<file path="config.mk">
export PLATFORM = sky130hd
export DESIGN_NAME = median3x3_pipe_flat
export DESIGN_NICKNAME = d
export VERILOG_FILES = /design/src/rtl/median_pkg.sv /design/src/rtl/median3x3_pipe_if.sv /design/src/rtl/sort3_stage.sv /design/src/rtl/median3x3_pipe.sv /design/src/flat_wrapper.sv
export SDC_FILE = /design/constraint.sdc
export NUM_CORES = 1
export LEC_CHECK = 0
export ABC_AREA = 1
export BUFFER_PORTS_ARGS = -buffer_cell sky130_fd_sc_hd__buf_2
export CORE_ASPECT_RATIO = 0.6
export CORE_MARGIN = 3
export CORE_UTILIZATION = 55
export DETAILED_ROUTE_END_ITERATION = 7
export PLACE_DENSITY_LB_ADDON = 0.05
export SYNTH_ARGS = -nofsm -noshare
export SYNTH_HDL_FRONTEND = slang
export SYNTH_HIERARCHICAL = 1
export SYNTH_SLANG_ARGS = --single-unit
</file>
<file path="constraint.sdc">
create_clock -name clk -period 4.4 [get_ports clk]
set_clock_uncertainty 0.05 [all_clocks]
set_input_delay 0.44 -clock clk [delete_from_list [all_inputs] [get_ports clk]]
set_output_delay 0.44 -clock clk [all_outputs]
set_load 0.01 [all_outputs]
</file>
<file path="src/rtl/median_pkg.sv">
// Shared mode codes and default widths for the 3x3 median/morphology pipeline.
// Latency: none (constants and types only).
// Backpressure: none (no ports).
package median_pkg;

    localparam int DATA_W_DEF = 8;
    localparam int USER_W_DEF = 2;

    // Per-window operation, carried down the pipe alongside its pixel.
    typedef enum logic [1:0] {
        MODE_MEDIAN = 2'd0,
        MODE_MAX    = 2'd1,
        MODE_MIN    = 2'd2,
        MODE_BYPASS = 2'd3
    } mode_e;

endpackage

</file>
<file path="src/rtl/median3x3_pipe_if.sv">
// Window-in / pixel-out valid-ready bus of median3x3_pipe.
// Latency: none (wiring only).
// Backpressure: out_ready throttles in_ready through the filter.
// Signals: in_valid/in_ready/in_win/in_mode/in_user (window side),
//          out_valid/out_ready/out_data/out_user (result side).
// slave = filter side, master = source/sink side.
interface median3x3_pipe_if import median_pkg::*; #(
    parameter int DATA_W = DATA_W_DEF,
    parameter int USER_W = USER_W_DEF
);

    logic                  in_valid;
    logic                  in_ready;
    logic [9*DATA_W-1:0]   in_win;
    logic [1:0]            in_mode;
    logic [USER_W-1:0]     in_user;
    logic                  out_valid;
    logic                  out_ready;
    logic [DATA_W-1:0]     out_data;
    logic [USER_W-1:0]     out_user;

    modport slave (
        input  in_valid, in_win, in_mode, in_user, out_ready,
        output in_ready, out_valid, out_data, out_user
    );

    modport master (
        output in_valid, in_win, in_mode, in_user, out_ready,
        input  in_ready, out_valid, out_data, out_user
    );

endinterface

</file>
<file path="src/rtl/sort3_stage.sv">
// Registered three-input sorter: max / mid / min of i_a, i_b, i_c.
// Latency: 1 cycle; outputs load only when en=1.
// Backpressure: en=0 holds all outputs; rst (sync, active-high) clears them.
// Ports: clk, rst, en, i_a/i_b/i_c (unsigned DATA_W), o_max/o_mid/o_min.
module sort3_stage import median_pkg::*; #(
    parameter int DATA_W = DATA_W_DEF
) (
    input  logic              clk,
    input  logic              rst,
    input  logic              en,
    input  logic [DATA_W-1:0] i_a,
    input  logic [DATA_W-1:0] i_b,
    input  logic [DATA_W-1:0] i_c,
    output logic [DATA_W-1:0] o_max,
    output logic [DATA_W-1:0] o_mid,
    output logic [DATA_W-1:0] o_min
);

    logic [DATA_W-1:0] w_ab_hi;
    logic [DATA_W-1:0] w_ab_lo;
    logic [DATA_W-1:0] w_hc_lo;
    logic [DATA_W-1:0] w_max;
    logic [DATA_W-1:0] w_mid;
    logic [DATA_W-1:0] w_min;
    logic [DATA_W-1:0] r_max;
    logic [DATA_W-1:0] r_mid;
    logic [DATA_W-1:0] r_min;

    assign w_ab_hi = (i_a >= i_b) ? i_a : i_b;
    assign w_ab_lo = (i_a >= i_b) ? i_b : i_a;
    assign w_max   = (w_ab_hi >= i_c) ? w_ab_hi : i_c;
    assign w_min   = (w_ab_lo <= i_c) ? w_ab_lo : i_c;
    // With lo <= hi, the middle value is max(lo, min(hi, c)).
    assign w_hc_lo = (w_ab_hi <= i_c) ? w_ab_hi : i_c;
    assign w_mid   = (w_ab_lo >= w_hc_lo) ? w_ab_lo : w_hc_lo;

    always_ff @(posedge clk) begin
        if (rst) begin
            r_max <= '0;
            r_mid <= '0;
            r_min <= '0;
        end else if (en) begin
            r_max <= w_max;
            r_mid <= w_mid;
            r_min <= w_min;
        end
    end

    assign o_max = r_max;
    assign o_mid = r_mid;
    assign o_min = r_min;

endmodule

</file>
<file path="src/rtl/median3x3_pipe.sv">
// 3x3 window filter: median / max (dilate) / min (erode) / bypass centre, per window.
// Latency: 3 cycles (accept edge + 2); one window per cycle at full rate.
// Backpressure: single global advance en = !out_valid || out_ready; in_ready = en.
// Ports: clk, rst (sync, active-high), bus (median3x3_pipe_if.slave).
// Optional MEDIAN3X3_PIXCNT_EN: adds pix_cnt_clr (in) and pix_cnt[31:0] (out),
// a wrapping count of output transfers, cleared by rst or pix_cnt_clr.
module median3x3_pipe import median_pkg::*; #(
    parameter int DATA_W = DATA_W_DEF,
    parameter int USER_W = USER_W_DEF
) (
    input  logic                  clk,
    input  logic                  rst,
`ifdef MEDIAN3X3_PIXCNT_EN
    input  logic                  pix_cnt_clr,
    output logic [31:0]           pix_cnt,
`endif
    median3x3_pipe_if.slave       bus
);

    function automatic logic [DATA_W-1:0] f_max2(input logic [DATA_W-1:0] a,
                                                 input logic [DATA_W-1:0] b);
        return (a >= b) ? a : b;
    endfunction

    function automatic logic [DATA_W-1:0] f_min2(input logic [DATA_W-1:0] a,
                                                 input logic [DATA_W-1:0] b);
        return (a <= b) ? a : b;
    endfunction

    function automatic logic [DATA_W-1:0] f_mid3(input logic [DATA_W-1:0] a,
                                                 input logic [DATA_W-1:0] b,
                                                 input logic [DATA_W-1:0] c);
        return f_max2(f_min2(a, b), f_min2(f_max2(a, b), c));
    endfunction

    logic              w_en;
    logic [DATA_W-1:0] w_pix     [9];
    logic [DATA_W-1:0] w_row_max [3];
    logic [DATA_W-1:0] w_row_mid [3];
    logic [DATA_W-1:0] w_row_min [3];

    // Stage 1 side-band (row sorts live inside the sorters)
    logic              r_s1_vld;
    mode_e             r_s1_mode;
    logic [USER_W-1:0] r_s1_user;
    logic [DATA_W-1:0] r_s1_ctr;

    // Stage 2: the three median terms plus global max/min and centre
    logic              r_s2_vld;
    mode_e             r_s2_mode;
    logic [USER_W-1:0] r_s2_user;
    logic [DATA_W-1:0] r_s2_lo;
    logic [DATA_W-1:0] r_s2_md;
    logic [DATA_W-1:0] r_s2_hi;
    logic [DATA_W-1:0] r_s2_max;
    logic [DATA_W-1:0] r_s2_min;
    logic [DATA_W-1:0] r_s2_ctr;

    // Stage 3
    logic              r_s3_vld;
    mode_e             r_s3_mode;
    logic [USER_W-1:0] r_s3_user;
    logic [DATA_W-1:0] r_s3_max;
    logic [DATA_W-1:0] r_s3_min;
    logic [DATA_W-1:0] r_s3_ctr;
    logic [DATA_W-1:0] w_s3_med;
    logic [DATA_W-1:0] w_s3_hi_unused;
    logic [DATA_W-1:0] w_s3_lo_unused;
    logic [DATA_W-1:0] w_out_data;

    // Whole pipe advances together; a held result freezes every stage.
    assign w_en        = !r_s3_vld || bus.out_ready;
    assign bus.in_ready = w_en;

    for (genvar gi = 0; gi < 9; gi++) begin : g_pix
        assign w_pix[gi] = bus.in_win[gi*DATA_W +: DATA_W];
    end

    for (genvar gr = 0; gr < 3; gr++) begin : g_row
        sort3_stage #(.DATA_W(DATA_W)) u_row_sort (
            .clk   (clk),
            .rst   (rst),
            .en    (w_en),
            .i_a   (w_pix[3*gr]),
            .i_b   (w_pix[3*gr+1]),
            .i_c   (w_pix[3*gr+2]),
            .o_max (w_row_max[gr]),
            .o_mid (w_row_mid[gr]),
            .o_min (w_row_min[gr])
        );
    end

    always_ff @(posedge clk) begin
        if (rst) begin
            r_s1_vld  <= 1'b0;
            r_s1_mode <= MODE_MEDIAN;
            r_s1_user <= '0;
            r_s1_ctr  <= '0;
            r_s2_vld  <= 1'b0;
            r_s2_mode <= MODE_MEDIAN;
            r_s2_user <= '0;
            r_s2_lo   <= '0;
            r_s2_md   <= '0;
            r_s2_hi   <= '0;
            r_s2_max  <= '0;
            r_s2_min  <= '0;
            r_s2_ctr  <= '0;
            r_s3_vld  <= 1'b0;
            r_s3_mode <= MODE_MEDIAN;
            r_s3_user <= '0;
            r_s3_max  <= '0;
            r_s3_min  <= '0;
            r_s3_ctr  <= '0;
        end else if (w_en) begin
            r_s1_vld  <= bus.in_valid;
            r_s1_mode <= mode_e'(bus.in_mode);
            r_s1_user <= bus.in_user;
            r_s1_ctr  <= w_pix[4];

            // With rows sorted, the median of nine is the middle of
            // min-of-maxes, mid-of-mids and max-of-mins.
            r_s2_vld  <= r_s1_vld;
            r_s2_mode <= r_s1_mode;
            r_s2_user <= r_s1_user;
            r_s2_lo   <= f_min2(w_row_max[0], f_min2(w_row_max[1], w_row_max[2]));
            r_s2_md   <= f_mid3(w_row_mid[0], w_row_mid[1], w_row_mid[2]);
            r_s2_hi   <= f_max2(w_row_min[0], f_max2(w_row_min[1], w_row_min[2]));
            r_s2_max  <= f_max2(w_row_max[0], f_max2(w_row_max[1], w_row_max[2]));
            r_s2_min  <= f_min2(w_row_min[0], f_min2(w_row_min[1], w_row_min[2]));
            r_s2_ctr  <= r_s1_ctr;

            r_s3_vld  <= r_s2_vld;
            r_s3_mode <= r_s2_mode;
            r_s3_user <= r_s2_user;
            r_s3_max  <= r_s2_max;
            r_s3_min  <= r_s2_min;
            r_s3_ctr  <= r_s2_ctr;
        end
    end

    // Only the mid output of this sorter is the median; its max/min are not needed.
    sort3_stage #(.DATA_W(DATA_W)) u_med_sort (
        .clk   (clk),
        .rst   (rst),
        .en    (w_en),
        .i_a   (r_s2_lo),
        .i_b   (r_s2_md),
        .i_c   (r_s2_hi),
        .o_max (w_s3_hi_unused),
        .o_mid (w_s3_med),
        .o_min (w_s3_lo_unused)
    );

    always_comb begin
        w_out_data = w_s3_med;
        case (r_s3_mode)
            MODE_MAX:    w_out_data = r_s3_max;
            MODE_MIN:    w_out_data = r_s3_min;
            MODE_BYPASS: w_out_data = r_s3_ctr;
            default:     w_out_data = w_s3_med;
        endcase
    end

    assign bus.out_valid = r_s3_vld;
    assign bus.out_data  = w_out_data;
    assign bus.out_user  = r_s3_user;

`ifdef MEDIAN3X3_PIXCNT_EN
    logic [31:0] r_pix_cnt;

    // Clear has priority over a same-cycle transfer; the add wraps naturally.
    always_ff @(posedge clk) begin
        if (rst || pix_cnt_clr) begin
            r_pix_cnt <= '0;
        end else if (r_s3_vld && bus.out_ready) begin
            r_pix_cnt <= r_pix_cnt + 32'd1;
        end
    end

    assign pix_cnt = r_pix_cnt;
`else
    // No transfer counter in this build; the output stage is unchanged.
`endif

endmodule

</file>
<file path="src/flat_wrapper.sv">
// flat-port wrapper written by rule: the top's interface ports become plain ports
module median3x3_pipe_flat import median_pkg::*;
#(
    parameter int DATA_W = DATA_W_DEF,
    parameter int USER_W = USER_W_DEF
)
  (clk, rst, bus_in_valid, bus_in_win, bus_in_mode, bus_in_user, bus_out_ready, bus_in_ready, bus_out_valid, bus_out_data, bus_out_user);
  median3x3_pipe_if #(.DATA_W(DATA_W), .USER_W(USER_W)) bus_i ();
  input  logic clk;
  input  logic rst;
  input wire logic [$bits(bus_i.in_valid)-1:0] bus_in_valid;
  input wire logic [$bits(bus_i.in_win)-1:0] bus_in_win;
  input wire logic [$bits(bus_i.in_mode)-1:0] bus_in_mode;
  input wire logic [$bits(bus_i.in_user)-1:0] bus_in_user;
  input wire logic [$bits(bus_i.out_ready)-1:0] bus_out_ready;
  output wire logic [$bits(bus_i.in_ready)-1:0] bus_in_ready;
  output wire logic [$bits(bus_i.out_valid)-1:0] bus_out_valid;
  output wire logic [$bits(bus_i.out_data)-1:0] bus_out_data;
  output wire logic [$bits(bus_i.out_user)-1:0] bus_out_user;
  assign bus_i.in_valid = bus_in_valid;
  assign bus_i.in_win = bus_in_win;
  assign bus_i.in_mode = bus_in_mode;
  assign bus_i.in_user = bus_in_user;
  assign bus_i.out_ready = bus_out_ready;
  assign bus_in_ready = bus_i.in_ready;
  assign bus_out_valid = bus_i.out_valid;
  assign bus_out_data = bus_i.out_data;
  assign bus_out_user = bus_i.out_user;
  median3x3_pipe #(.DATA_W(DATA_W), .USER_W(USER_W)) u_core (.clk(clk), .rst(rst), .bus(bus_i));
endmodule
</file>
==> PnR_summary.wiki <==
{| class="wikitable"
! Metric !! Value
|-
| Outcome || finished clean
|-
| Total clock sinks || 175
|-
| Wire length of the first global-routing pass || 79900 um
|-
| Slew at the pin closest to its max-slew limit || 983 ps
|-
| Normalized max-slew margin || 0.345
|-
| Worst hold endpoint || u_core/r_s1_vld
|-
| Total of endpoints with negative setup slack in the final report || 0
|-
| Top achievable clock speed || 238 MHz
|-
| Iter 0 DRT Violations || 2030
|-
| Fraction of final layout cells sized beyond drive strength 1 || 0.174
|-
| Count of mapped cells out of synthesis || 2360
|-
| Most frequent cells in the layout || 517 x sky130_fd_sc_hd__nand2_1, 311 x sky130_fd_sc_hd__inv_1, 234 x sky130_fd_sc_hd__nand3_1
|-
| Net count after synthesis || 2632
|-
| Number of instances on the worst hold path || 3
|-
| Number of maximum-capacitance constraint violations || 0
|-
| Layout Area Growth over Synthesis || 15.0%
|-
| R2R Path End || u_core/u_med_sort/o_mid[3]
|-
| Standard cell with the maximum stage delay on the critical path || sky130_fd_sc_hd__dfxtp_1
|-
| Worst endpoint required time || 4660 ps
|-
| Synthesized area per cell || 6.62 um^2
|-
| Synthesized cell area || 15600 um^2
|-
| Sum of negative setup slack || 0 ps
|-
| CTS tree || done
|-
| Total half-perimeter wirelength after legalization and detailed placement || 40800 um
|-
| DRC || 0
|-
| Power after layout || 15300 uW
|-
| Post-route worst setup slack || 193 ps
|-
| Via-per-instance ratio || 5.73
|-
| Largest vdd supply drop || 0.984 mV
|-
| LEAKAGE || 0.00968 uW
|-
| Htree depth || 4
|-
| Critical path's largest stage delay || 350 ps
|-
| Number of max-slew violations in the final report || 0
|-
| Clock slew at reported path FFs || 80 ps
|-
| Full die area || 30500 um^2
|-
| Reg-to-Reg Start || u_core/r_s2_md[5]
|-
| Reg-to-reg setup timing slack || 190 ps
|-
| Number of input and output port buffers inserted || 91
|-
| Clock insertion delay at the later pin of the skew report || 460 ps
|-
| Critical path peak fanout || 7
|-
| Area after detailed placement || 17100 um^2
|-
| Core box area || 27800 um^2
|-
| Final Critical Period || 4210 ps
|-
| Number of buffers created by CTS || 17
|-
| Top-Level Pins || 92
|-
| Initial core utilization || 0.563
|-
| Vias || 16705
|-
| CP endpoint kind || register
|-
| Clock Tree Buf Depth || 2
|-
| Via count of the first global-routing pass || 14621
|-
| Arrival time of the worst setup path || 4460 ps
|-
| DR WL/cell || 17.5 um
|-
| Number of antenna violations at the first check in global routing || 0
|-
| DRT Pass-1 Iters || 6
|-
| Most repeated library cell on the critical path || sky130_fd_sc_hd__nand2_1
|-
| Total congestion overflow after global routing || 0
|-
| Pre-CTS setup slack || -135 ps
|-
| Final core utilization || 0.647
|-
| Pin count of the biggest net entering global routing || 95
|-
| Nets || 2804
|-
| Most common cell after layout, fill and taps aside || sky130_fd_sc_hd__nand2_1
|-
| Sort of element at the start of the critical path || register
|-
| DRT antenna net count || 0
|-
| Startpoint of the worst hold path || bus_in_valid
|-
| Std cell rows || 47
|-
| Routability Congestion || 1.00
|-
| Power density over the cells || 854 nW/um^2
|-
| Final Hold Viols || 0
|-
| Total Wirelength || 50900 um
|-
| Startpoint-to-endpoint class of the critical path || register to register
|-
| Die X || 224 um
|-
| Root Buffer || sky130_fd_sc_hd__clkbuf_16
|-
| Die H || 137 um
|-
| Total track usage || 0.330
|-
| Worst r2r path cells || 28
|-
| Hold-fix buffer count after cts || 0
|-
| Non-Filler Cell Area, Final || 18000 um^2
|-
| Path category of the worst min-delay check || input port to register
|-
| Unrepaired setup endpoints after global routing || yes
|-
| Final period utilization || 0.956
|-
| Yosys warning total || 6
|}
-- cell type report --
class	count	area, um^2
Clock buffer	17	425
Antenna cell	1	2.50
Inverter	321	1210
Timing Repair Buffer	228	1550
Clock inverter	15	186
Fill cell	2560	9790
Tap cell	367	459
Multi-Input combinational cell	1789	10600
Sequential cell	175	3510
-- repair_timing --
| item | 4_1_cts | 5_1_grt |
|---|---|---|
| endpoints found under the hold margin | 0 | 0 |
| resized for setup | 0 | 28 |
| setup endpoints to repair | 0 | 37 |
| buffers inserted | 0 | 12 |
-- how the worst max path moves through the flow --
stage / startpoint / endpoint / depth (start not counted)
floorplan: bus_in_win[15] / u_core/g_row[0].u_row_sort/o_mid[4] / 29
global placement: bus_in_win[15] / u_core/g_row[0].u_row_sort/o_mid[4] / 29
detailed placement: bus_in_win[15] / u_core/g_row[0].u_row_sort/o_mid[4] / 32
CTS: u_core/r_s2_md[7] / u_core/u_med_sort/o_mid[2] / 29
global route: u_core/r_s2_md[7] / u_core/u_med_sort/o_mid[2] / 27
finish: u_core/r_s2_md[5] / u_core/u_med_sort/o_mid[3] / 28
-- power breakdown --
group | total [uW] | leakage (uW) | switching [uW] | internal (uW)
registers | 2350 | 0.00145 | 355 | 2000
logic | 11400 | 0.00793 | 6940 | 4480
clock network | 1570 | 0.000295 | 787 | 779
total | 15300 | 0.00968 | 8080 | 7250
-- layer usage --
layer  GRT usage  vias to the layer above  routed length (um)
li1            -                     8225                   -
met1       0.511                     7614               24800
met2       0.461                      805               19900
met3      0.0838                       61                5650
met4      0.0497                        0                 509
met5           0                        -                   0
-- worst max-delay path, delay by kind of cell (launching register included) --
kind / cells / cell delay, ps
buffers and inverters: 6 / 620
and+or+nand+nor: 17 / 2000
adders and majority gates: 3 / 880
AOI/OAI and AO/OA: 2 / 140
DFF: 1 / 350
-- metrics by stage --
step | hold WS [ps] | std cells
final | 185 | 2913
after global routing | 203 | 2912
after CTS | 170 | 2899
after detailed placement | 400 | 2867
after global placement | 391 | 2867
after floorplan | 380 | 2360
-- sequential cells by signal, indices dropped and copies added (netlist names), 8 cells and up --
signal,cells
u_core/g_row.u_row_sort/o_max,24
u_core/g_row.u_row_sort/o_mid,24
u_core/g_row.u_row_sort/o_min,24
u_core/r_s1_ctr,8
u_core/r_s2_ctr,8
u_core/r_s2_hi,8
u_core/r_s2_lo,8
u_core/r_s2_max,8
u_core/r_s2_md,8
u_core/r_s2_min,8
u_core/r_s3_ctr,8
u_core/r_s3_max,8
u_core/r_s3_min,8
u_core/u_med_sort/o_mid,8
No activity file was read; power rests on OpenSTA's default activity.
